$ cat src/rtl/pipe_stage_chain.sv
// Generic in-order register chain with per-stage stall/flush and debug counters.
// Latency: STAGES edges from in_valid sampled to out_valid; one payload per cycle when unblocked.
// Backpressure: out_ready and stall ripple back combinationally to in_ready; blocked stages hold.
module pipe_stage_chain #(
    parameter int WIDTH  = 64,
    parameter int STAGES = 4,
    parameter int CNT_W  = 32
) (
    input  logic                        clk,
    input  logic                        reset,
    input  logic                        in_valid,
    input  logic [WIDTH-1:0]            in_data,
    output logic                        in_ready,
    input  logic [STAGES-1:0]           stall,
    input  logic [STAGES-1:0]           flush,
    output logic                        out_valid,
    output logic [WIDTH-1:0]            out_data,
    input  logic                        out_ready,
    output logic [STAGES-1:0]           stage_valid,
    output logic [STAGES*WIDTH-1:0]     stage_data,
    output logic [$clog2(STAGES+1)-1:0] occupancy,
    output logic [CNT_W-1:0]            retired_cnt,
    output logic [CNT_W-1:0]            flushed_cnt
);

    localparam int OCC_W = $clog2(STAGES+1);

    logic [STAGES-1:0]             v;
    logic [STAGES-1:0][WIDTH-1:0]  d;
    logic [STAGES-1:0]             ve;
    logic [STAGES-1:0]             move;
    logic [STAGES-1:0]             accept;
    logic [STAGES:0]               acc_ext;
    logic [STAGES-1:0]             src_v;
    logic [STAGES-1:0][WIDTH-1:0]  src_d;
    logic [OCC_W-1:0]              occ_pop;
    logic [OCC_W-1:0]              flush_pop;
    logic                          xfer;
    logic [CNT_W:0]                ret_sum;
    logic [CNT_W:0]                fl_sum;

    assign ve = v & ~flush;

    // Ready ripples from the output back to stage 0, so walk oldest to youngest.
    always_comb begin
        acc_ext         = '0;
        move            = '0;
        acc_ext[STAGES] = out_ready;
        for (int k = STAGES-1; k >= 0; k--) begin
            move[k]    = ve[k] & ~stall[k] & acc_ext[k+1];
            acc_ext[k] = ~stall[k] & (~ve[k] | move[k]);
        end
    end

    assign accept = acc_ext[STAGES-1:0];

    // Source of each stage's load: upstream port for stage 0, predecessor otherwise.
    for (genvar k = 0; k < STAGES; k++) begin : g_src
        if (k == 0) begin : g_head
            assign src_v[k] = in_valid;
            assign src_d[k] = in_data;
        end else begin : g_link
            assign src_v[k] = move[k-1];
            assign src_d[k] = d[k-1];
        end
    end

    always_ff @(posedge clk) begin
        if (!reset) begin
            v <= '0;
            d <= '0;
        end else begin
            for (int k = 0; k < STAGES; k++) begin
                if (accept[k]) begin
                    v[k] <= src_v[k];
                    d[k] <= src_d[k];
                end else begin
                    v[k] <= ve[k];
                end
            end
        end
    end

    always_comb begin
        occ_pop   = '0;
        flush_pop = '0;
        for (int k = 0; k < STAGES; k++) begin
            occ_pop   = occ_pop + OCC_W'(v[k]);
            flush_pop = flush_pop + OCC_W'(v[k] & flush[k]);
        end
    end

    assign xfer    = out_valid & out_ready;
    assign ret_sum = {1'b0, retired_cnt} + (CNT_W+1)'(xfer);
    assign fl_sum  = {1'b0, flushed_cnt} + (CNT_W+1)'(flush_pop);

    // Counters stick at all-ones instead of wrapping.
    always_ff @(posedge clk) begin
        if (!reset) begin
            retired_cnt <= '0;
            flushed_cnt <= '0;
        end else begin
            retired_cnt <= ret_sum[CNT_W] ? '1 : ret_sum[CNT_W-1:0];
            flushed_cnt <= fl_sum[CNT_W]  ? '1 : fl_sum[CNT_W-1:0];
        end
    end

    assign in_ready    = accept[0];
    assign out_valid   = ve[STAGES-1] & ~stall[STAGES-1];
    assign out_data    = d[STAGES-1];
    assign stage_valid = ve;
    assign stage_data  = d;
    assign occupancy   = occ_pop;

endmodule

$ cat config.mk
export PLATFORM = sky130hd
export DESIGN_NAME = pipe_stage_chain
export DESIGN_NICKNAME = d
export VERILOG_FILES = /design/src/rtl/pipe_stage_chain.sv
export SDC_FILE = /design/constraint.sdc
export NUM_CORES = 1
export LEC_CHECK = 0
export BUFFER_PORTS_ARGS = -buffer_cell sky130_fd_sc_hd__buf_2
export CELL_PAD_IN_SITES_DETAIL_PLACEMENT = 1
export CELL_PAD_IN_SITES_GLOBAL_PLACEMENT = 1
export CORE_ASPECT_RATIO = 0.9
export CORE_MARGIN = 4
export CORE_UTILIZATION = 40
export CTS_BUF_LIST = sky130_fd_sc_hd__clkbuf_8
export DETAILED_ROUTE_END_ITERATION = 10
export PLACE_DENSITY_LB_ADDON = 0.25
export SETUP_SLACK_MARGIN = 0.15
export SYNTH_ARGS = -nofsm -noshare
export SYNTH_HDL_FRONTEND = slang
export SYNTH_SLANG_ARGS = --single-unit
$ cat constraint.sdc
create_clock -name clk -period 9.4 [get_ports clk]
set_input_delay 2.35 -clock clk [delete_from_list [all_inputs] [get_ports clk]]
set_output_delay 2.35 -clock clk [all_outputs]
set_load 0.1 [all_outputs]
==> impl_metrics.py, run 1 <==
metrics = {
    "clock_network": {
        "tritoncts": "yes",
        "cts_root_buffer": "clkbuf_8",
        "post_cts_resized": 0,
        "cts_made_buffers": 55,
        "clk_latency_ps": 580,
        "path_clk_slew_ps": 60,
        "holdBufCountCts": 0,
        "cts_buffer_depth": 3,
        "htreeDepth": 2,
        "clock_sinks": 324,
        "postCtsSetupBuffers": 0,
    },
    "die": {
        "die_area_um2": 34800,
        "num_rows": 61,
        "core-area_um2": 31200,
        "dieWidth_um": 196,
        "start_util": 0.409,
        "ioPinCount": 469,
        "die_h_um": 177,
    },
    "worst_setup_path": {
        "crit_type": "input port to primary output",
        "endpoint_kind": "primary output",
        "rr_endpoint": "retired_cnt[4]",
        "critPathMaxFanout": 5,
        "worstPathCellList": "buf_2 > or4_1 > a31oi_4 > buf_2",
        "cp.arrival_ps": 3950,
        "r2r_cells": 10,
        "cpPeakStageDelay_ps": 640,
        "r2r_slack_ps": 6200,
        "slowest_stage": "or4_1",
        "cp_common_cell": "buf_2",
        "critical_path.top_delay_family": "simple AND/OR/NAND/NOR gates",
        "cp.required_ps": 7050,
        "crit_buf_inv": 2,
        "reg2reg_from": "v[3]",
        "start_kind": "input port",
    },
    "yosys": {
        "synth_top_flop_cell": "dfxtp_1",
        "syn_nets": 1587,
        "synth_seq_area_share": 0.508,
        "synth_area_um2": 12800,
        "synthCells": 1502,
        "avgSynthCellArea_um2": 8.50,
        "yosysUniqueCellTypes": 50,
        "synth_warnings": 0,
        "synthArstFlopShare": 0,
        "synth_edf_count": 0,
        "ys_ff_latch": 324,
    },
    "finish": {
        "antenna_cells": 0,
        "ff_latch_area_um2": 6490,
        "layout_commonest_cell": "buf_2",
        "multi_input_area_um2": 5340,
        "final_layout_size_suffix_gt1_frac": 0.312,
        "final_nets": 1966,
        "fillers": 3910,
        "mostFrequentLayoutCells": "buf_2, nand2_1, dfxtp_1",
        "area_growth_pct": 25.0,
    },
    "min_path": {
        "worstHoldEndpoint": "stage_data[164]",
        "min_from": "stage_data[100]",
        "hold_depth": 2,
        "hold_path_class": "register to register",
    },
    "outcome": {
        "run_status": "finished, final reports clean",
    },
    "job": {
        "maxCapViolations": 0,
    },
    "placed_design": {
        "post-dp-hpwl_um": 30700,
        "post-place-ws_ps": 3120,
        "io_buffers": 468,
        "gp_congestion": 0.842,
    },
    "global_route": {
        "grt_pass1_wl_um": 68800,
        "grt-ovfl-total": 0,
        "grt_pass1_vias": 12200,
        "grt_max_degree": 140,
        "grt_usage": 0.245,
        "antenna_found_initial": 2,
    },
    "route": {
        "drt_iter0_markers": 469,
        "drc": 0,
        "route.antenna.remaining_nets": 0,
        "vias": 11900,
        "dr.pass1.iters": 4,
        "vias_per_cell": 5.10,
        "wire_per_inst_um": 19.2,
        "wl_um": 44800,
    },
    "pwr": {
        "p_leak_nw": 7.35,
        "ir_worst_vdd_mv": 0.104,
        "power_mw": 3.18,
        "p_per_area_nw_per_um2": 200,
    },
    "sta": {
        "timing.fmax_ghz": 0.159,
        "rsz0062_at_grt": "false",
        "fin_setup_tns_ps": 0,
        "min_period_over_period": 0.670,
        "fin_crit_ps": 6300,
        "skew_ps": 12.2,
        "relSlewSlack": 0.302,
        "finalSetupViolations": 0,
        "worst_pin_slew_ps": 1050,
        "hold_violations": 0,
        "layout_setup_ws_ps": 3100,
        "drv_slew": 0,
    },
}
==> area by class of cell <==
| cell class | count | share of cell area |
|---|---|---|
| Clock inverter | 26 | 0.00690 |
| Timing Repair Buffer | 478 | 0.152 |
| Multi-Input combinational cell | 1002 | 0.335 |
| Inverter | 20 | 0.00518 |
| Clock buffer | 73 | 0.0630 |
| Sequential cell | 324 | 0.407 |
| Tap cell | 409 | 0.0321 |
==> worst min-delay path, stage by stage, from the launching register on <==
cell,delay (ps)
dfxtp_1,320
nand2_1,60
a21oi_1,50
==> worst max-delay path by stage <==
stage                     endpoint  depth (start not counted)     start  slack, ps
after floorplan           in_ready                          4  flush[1]       2450
after global placement    in_ready                          4  stall[3]       3140
after detailed placement  in_ready                          4  stall[3]       3120
after CTS                 in_ready                          4  stall[3]       3120
after global routing      in_ready                          4  stall[3]       3100
final                     in_ready                          4  stall[3]       3100
==> through the flow <==
step	hold WS [ps]	utilization	cell area, um^2	cells
2_1_floorplan	590	-	12800	1502
6_report	461	0.511	16000	2332
3_3_place_gp	450	0.475	14800	2233
3_5_place_dp	459	0.475	14800	2233
5_1_grt	476	0.511	16000	2332
4_1_cts	466	0.511	16000	2332
==> cell usage after synthesis, drive strengths merged, types with 3 or more instances <==
| master | n | area share |
|---|---|---|
| a21o | 3 | 0.0018 |
| a21oi | 254 | 0.11 |
| and2 | 8 | 0.0039 |
| and3 | 14 | 0.0069 |
| and4 | 9 | 0.0064 |
| buf | 93 | 0.053 |
| clkbuf | 63 | 0.019 |
| dfxtp | 324 | 0.51 |
| fa | 4 | 0.0063 |
| ha | 5 | 0.0049 |
| inv | 20 | 0.0059 |
| mux2i | 66 | 0.052 |
| nand2 | 418 | 0.12 |
| nand2b | 4 | 0.0020 |
| nand3 | 20 | 0.0082 |
| nand4 | 12 | 0.0069 |
| nor2 | 80 | 0.024 |
| nor3 | 13 | 0.0051 |
| nor4 | 12 | 0.0075 |
| o21ai | 11 | 0.0043 |
| or2 | 3 | 0.0015 |
| or4 | 5 | 0.0038 |
| xnor2 | 25 | 0.017 |
| xor2 | 20 | 0.014 |
==> where the power goes <==
group	leakage [nW]	switching [mW]	total, mW	internal [mW]
Clock	0.648	0.566	1.26	0.690
Sequential	2.63	0.0306	1.44	1.41
Combinational	4.07	0.414	0.487	0.0725
Total	7.35	1.01	3.18	2.17
==> routing by layer <==
metal | vias to the layer above | track usage | wire (um)
met4 | 4 | 0.0849 | 1530
met5 | - | 0 | 38
met3 | 95 | 0.0625 | 2870
met2 | 367 | 0.441 | 22400
met1 | 5765 | 0.283 | 18000
li1 | 5663 | - | -
==> cell families after synthesis <==
| kind of cell | count (synthesis) | share of synthesized area |
|---|---|---|
| and+or+nand+nor | 603 | 0.202 |
| DFF | 324 | 0.508 |
| AOI/OAI and AO/OA | 279 | 0.119 |
| buffers and inverters | 176 | 0.0772 |
| muxes | 66 | 0.0518 |
| xor gates and xnor gates | 45 | 0.0309 |
| adders and majority gates | 9 | 0.0112 |
==> flip-flops by register name, summed over array words and instances, names as in the netlist <==
name         cells
stage_data     192
out_data        64
flushed_cnt     32
retired_cnt     32
v                4
Power figures use the tool's default switching activity.
==> run 2, diff against run 1 <==
--- a/config.mk
+++ b/config.mk
@@ -10,7 +10,7 @@
 export CELL_PAD_IN_SITES_GLOBAL_PLACEMENT = 1
 export CORE_ASPECT_RATIO = 0.9
 export CORE_MARGIN = 4
-export CORE_UTILIZATION = 40
+export CORE_UTILIZATION = 33
 export CTS_BUF_LIST = sky130_fd_sc_hd__clkbuf_8
 export DETAILED_ROUTE_END_ITERATION = 10
 export PLACE_DENSITY_LB_ADDON = 0.25
==> constraint.sdc (replaced) <==
create_clock -name clk -period 5.21 [get_ports clk]
set_input_delay 1.3025 -clock clk [delete_from_list [all_inputs] [get_ports clk]]
set_output_delay 1.3025 -clock clk [all_outputs]
set_load 0.1 [all_outputs]
==> run 2 against run 1 <==
Against the previous run:
- via count is 1.5% lower
- wire length is 0.69% higher
- clock skew is 7.6 ps higher
- clock power is 79% higher
- die area is 20% higher
- worst setup slack worse by 2100 ps
- utilization is 9.1 points lower
- largest power group unchanged
- sequential share of layout area is 0.31 points lower
- critical path depth stayed put
==> impl_metrics.py, run 2 (same netlist as run 1, synthesis figures left out) <==
metrics = {
    "finish": {
        "final_nets": 1969,
        "layout_commonest_cell": "buf_2",
        "area_growth_pct": 26.0,
        "largest_register_ff_count": 192,
        "fillers": 4747,
        "final_layout_size_suffix_gt1_frac": 0.309,
        "design_area_um2": 16100,
        "mostFrequentLayoutCells": "buf_2, nand2_1, dfxtp_1",
    },
    "pwr": {
        "p_leak_nw": 7.37,
        "ir_worst_vdd_mv": 0.230,
        "power_mw": 5.75,
        "p_per_area_nw_per_um2": 357,
    },
    "route": {
        "dr.pass1.iters": 4,
        "drt_iter0_markers": 431,
        "drc": 0,
        "route.antenna.remaining_nets": 0,
        "wire_per_inst_um": 18.7,
        "wl_um": 45100,
        "vias_per_cell": 4.85,
        "vias": 11700,
    },
    "die": {
        "die_area_um2": 41900,
        "ioPinCount": 469,
        "die_h_um": 195,
        "core-area_um2": 38300,
        "start_util": 0.333,
        "dieWidth_um": 215,
        "num_rows": 68,
    },
    "global_route": {
        "grt_usage": 0.206,
        "grt_pass1_wl_um": 69700,
        "antenna_found_initial": 3,
        "grtUsageMet3": 0.0546,
        "grt-ovfl-total": 0,
        "use_met1": 0.244,
        "grt_pass1_vias": 11900,
        "gr-usage-met2": 0.357,
        "grt_max_degree": 142,
        "top_usage_layer": "met2",
    },
    "worst_setup_path": {
        "reg2reg_from": "v[2]",
        "crit_type": "input port to primary output",
        "critPathMaxFanout": 5,
        "endpoint_kind": "primary output",
        "cp.arrival_ps": 2950,
        "cp.required_ps": 3910,
        "startpoint": "stall[3]",
        "start_kind": "input port",
    },
    "clock_network": {
        "clk_latency_ps": 600,
        "htreeDepth": 2,
        "tritoncts": "yes",
        "cts_buffer_depth": 3,
        "cts_root_buffer": "clkbuf_8",
        "clock_sinks": 324,
        "holdBufCountCts": 0,
        "path_clk_slew_ps": 60,
        "cts_made_buffers": 55,
        "postCtsSetupBuffers": 0,
        "post_cts_resized": 0,
    },
    "sta": {
        "fin_setup_tns_ps": 0,
        "skew_ps": 19.9,
        "rsz0062_at_grt": "false",
        "fin_crit_ps": 4250,
        "relSlewSlack": 0.365,
        "hold_violations": 0,
        "finalSetupViolations": 0,
        "drv_slew": 0,
        "min_period_over_period": 0.817,
        "worst_pin_slew_ps": 953,
        "timing.fmax_ghz": 0.235,
    },
    "outcome": {
        "run_status": "finished, final reports clean",
    },
    "placed_design": {
        "gp_congestion": 0.800,
        "post-dp-hpwl_um": 31900,
        "placed_cell_area_um2": 15000,
        "io_buffers": 468,
    },
    "job": {
        "maxCapViolations": 0,
    },
    "min_path": {
        "hold_path_class": "register to register",
        "min_from": "stage_data[80]",
    },
}
==> run 2: cell types whose count changed in the layout (fill, tap and decap cells not counted), sizes merged <==
| cell | previous run | this run |
|---|---|---|
| clkbuf | 73 | 68 |
| clkinv | 7 | 3 |
| buf | 478 | 481 |
| diode | 0 | 2 |
| inv | 38 | 44 |
| bufinv | 0 | 1 |
==> run 2: path summary, 6_finish.rpt <==
check / endpoint / cells past startpoint / slack [ps]
worst max-delay path: in_ready / 4 / 960
worst min-delay path: stage_data[144] / 2 / 450
worst max register to register: flushed_cnt[3] / 9 / 2030
worst min register to register: stage_data[144] / 2 / 450
==> run 2: per-stage QoR <==
step / setup slack [ps] / hold WS (ps) / instances / utilization
global route: 927 / 482 / 2415 / 0.420
floorplan: 357 / 590 / 1502 / -
CTS: 947 / 465 / 2414 / 0.420
global placement: 979 / 449 / 2317 / 0.392
detailed placement: 948 / 457 / 2317 / 0.392
finish: 955 / 455 / 2416 / 0.420
==> run 2: layout make-up <==
class,instances,area (um^2),area share
Tap cell,490,613,0.0381
Timing Repair Buffer,481,2460,0.153
Antenna cell,2,5.00,0.000311
Sequential cell,324,6490,0.403
Inverter,20,82.6,0.00514
Clock buffer,68,936,0.0582
Multi-Input combinational cell,1002,5350,0.333
Clock inverter,29,143,0.00887
==> run 2: layer usage <==
metal	part of all wire	vias to the layer above
li1	-	5672
met1	0.41	5638
met2	0.49	315
met3	0.059	89
met4	0.035	4
met5	0.00060	-
==> run 2: critical path, stage by stage <==
cell and delay [ps]:
buf_2 130, or4_1 670, a31oi_4 330, buf_2 500
==> run 2: report_power, final <==
| group | internal [mW] | switching [mW] |
|---|---|---|
| Clock | 1.22 | 1.05 |
| Sequential | 2.55 | 0.0550 |
| Combinational | 0.135 | 0.748 |
==> run 3, diff against run 2 <==
==> constraint.sdc (replaced) <==
create_clock -name clk -period 3.5 [get_ports clk]
set_input_delay 0.875 -clock clk [delete_from_list [all_inputs] [get_ports clk]]
set_output_delay 0.875 -clock clk [all_outputs]
set_load 0.1 [all_outputs]
==> run 3 against run 2 <==
Against the previous run:
- sequential share of layout area shrank 0.51 points
- count of clock-buffer cells in the layout shrank 3
- power grew 47%
- sequential power grew 49%
- clock skew grew 11 ps
- flip-flop and latch count is the same
- utilization grew 0.55 points
- non-clock buffer count grew 6
- worst setup slack lost 630 ps
- final area grew 1.3%
- first-iteration DRC count grew 24%
- clock power grew 44%
==> impl_metrics.py, run 3 (same netlist as run 1, synthesis figures left out) <==
metrics = {
    "sta": {
        "relSlewSlack": 0.414,
        "layout_setup_ws_ps": 322,
        "fin_crit_ps": 3180,
        "rsz0062_at_grt": "false",
        "worst_pin_slew_ps": 879,
        "fin_setup_tns_ps": 0,
        "hold-worst-slack_ps": 462,
        "hold_violations": 0,
        "min_period_over_period": 0.908,
        "timing.fmax_ghz": 0.315,
        "finalSetupViolations": 0,
        "skew_ps": 31.2,
        "drv_slew": 0,
    },
    "finish": {
        "final_nets": 1975,
        "design_area_um2": 16300,
        "layout_commonest_cell": "buf_2",
        "final_layout_size_suffix_gt1_frac": 0.326,
        "fillers": 4671,
        "mostFrequentLayoutCells": "buf_2, nand2_1, dfxtp_1",
        "largest_register_ff_count": 192,
        "area_growth_pct": 27.6,
    },
    "global_route": {
        "grt_max_degree": 97,
        "antenna_found_initial": 3,
        "grt_pass1_vias": 12100,
        "grt_usage": 0.204,
        "grt_pass1_wl_um": 69700,
        "grt-ovfl-total": 0,
    },
    "die": {
        "dieWidth_um": 215,
        "ioPinCount": 469,
        "die_area_um2": 41900,
        "die_h_um": 195,
        "num_rows": 68,
        "core-area_um2": 38300,
        "start_util": 0.333,
    },
    "clock_network": {
        "post_cts_resized": 2,
        "cts_made_buffers": 55,
        "htreeDepth": 2,
        "path_clk_slew_ps": 60,
        "postCtsSetupBuffers": 0,
        "clk_latency_ps": 600,
        "clock_sinks": 324,
        "holdBufCountCts": 0,
        "tritoncts": "yes",
        "cts_root_buffer": "clkbuf_8",
        "cts_buffer_depth": 3,
    },
    "worst_setup_path": {
        "critical_path.top_delay_family": "adder cells",
        "cp.required_ps": 2620,
        "startpoint": "v[0]",
        "cp_common_cell": "inv_1",
        "start_kind": "register",
        "crit_type": "register to primary output",
        "critPathMaxFanout": 3,
        "crit_buf_inv": 3,
        "slowest_stage": "fa_1",
        "endpoint_kind": "primary output",
        "cp.arrival_ps": 2300,
        "worstPathCellList": "inv_1 > fa_1 > inv_1 > ha_1 > buf_2",
        "reg2reg_from": "v[2]",
        "cpPeakStageDelay_ps": 540,
    },
    "pwr": {
        "p_leak_nw": 7.41,
        "comb_power_share": 0.157,
        "power.internal_mw": 5.74,
        "pwr-share-seq": 0.458,
        "p_per_area_nw_per_um2": 519,
        "switching_share": 0.321,
        "power_switching_mw": 2.71,
        "clockPowerShare": 0.385,
        "ir_worst_vdd_mv": 0.263,
    },
    "min_path": {
        "hold_path_class": "register to register",
        "min_from": "out_data[26]",
    },
    "route": {
        "drc": 0,
        "vias": 11800,
        "dr.pass1.iters": 4,
        "drt_iter0_markers": 535,
        "route.antenna.remaining_nets": 0,
        "wl_um": 45000,
        "vias_per_cell": 4.88,
        "wire_per_inst_um": 18.6,
    },
    "job": {
        "maxCapViolations": 0,
    },
    "placed_design": {
        "io_buffers": 468,
        "placed_cell_area_um2": 15200,
        "post-dp-hpwl_um": 31700,
        "post-place-ws_ps": 60.1,
        "gp_congestion": 0.820,
    },
    "outcome": {
        "run_status": "finished, final reports clean",
    },
}
run 3: cell types whose count changed in the layout (fill, tap and decap cells not counted), sizes merged:
cell / change
diode: +1
buf: +6
inv: -4
clkbuf: -3
run 3: stage by stage:
step,cells,power [mW],utilization
2_1_floorplan,1502,4.99,-
3_3_place_gp,2323,5.28,0.398
3_5_place_dp,2323,5.29,0.398
4_1_cts,2413,8.58,0.425
5_1_grt,2416,8.81,0.425
6_report,2416,8.45,0.425
run 3: routing by layer:
layer	routed length, um	global-route usage	part of all wire	up-vias
met5	0	0	0	-
met4	986	0.0596	0.022	0
met3	2480	0.0500	0.055	54
met2	22200	0.357	0.49	293
met1	19400	0.250	0.43	5753
li1	-	-	-	5683
run 3: layout make-up:
cell class                      count  area (um^2)  share of cell area
Antenna cell                        3         7.51            0.000461
Clock buffer                       65          895              0.0549
Clock inverter                     25          133             0.00814
Inverter                           20         82.6             0.00507
Multi-Input combinational cell   1002         5460               0.335
Sequential cell                   324         6490               0.398
Tap cell                          490          613              0.0376
Timing Repair Buffer              487         2610               0.160
run 3: final timing paths:
| path | endpoint | slack, ps | depth (start not counted) |
|---|---|---|---|
| setup / recovery | occupancy[0] | 320 | 5 |
| hold / removal | out_data[26] | 460 | 2 |
| setup reg to reg | flushed_cnt[31] | 620 | 10 |
| hold reg to reg | out_data[26] | 460 | 2 |
run 3: worst register-to-register path, cell delays in order, from the launching register on:
cell     delay [ps]
dfxtp_1         380
nand2_1         120
fa_1            530
inv_1            60
fa_1            470
fa_1            400
nand2_1         190
nor2_1          130
nand3_1         220
and4_1          230
nor3_1           40
run 3: power groups by stage:
stage | sequential (mW) | combinational (mW) | clock, mW
global route | 3.89 | 1.38 | 3.54
detailed placement | 3.95 | 1.34 | 0
global placement | 3.95 | 1.32 | 0
CTS | 3.88 | 1.34 | 3.37
finish | 3.87 | 1.32 | 3.25
floorplan | 4.63 | 0.362 | 0
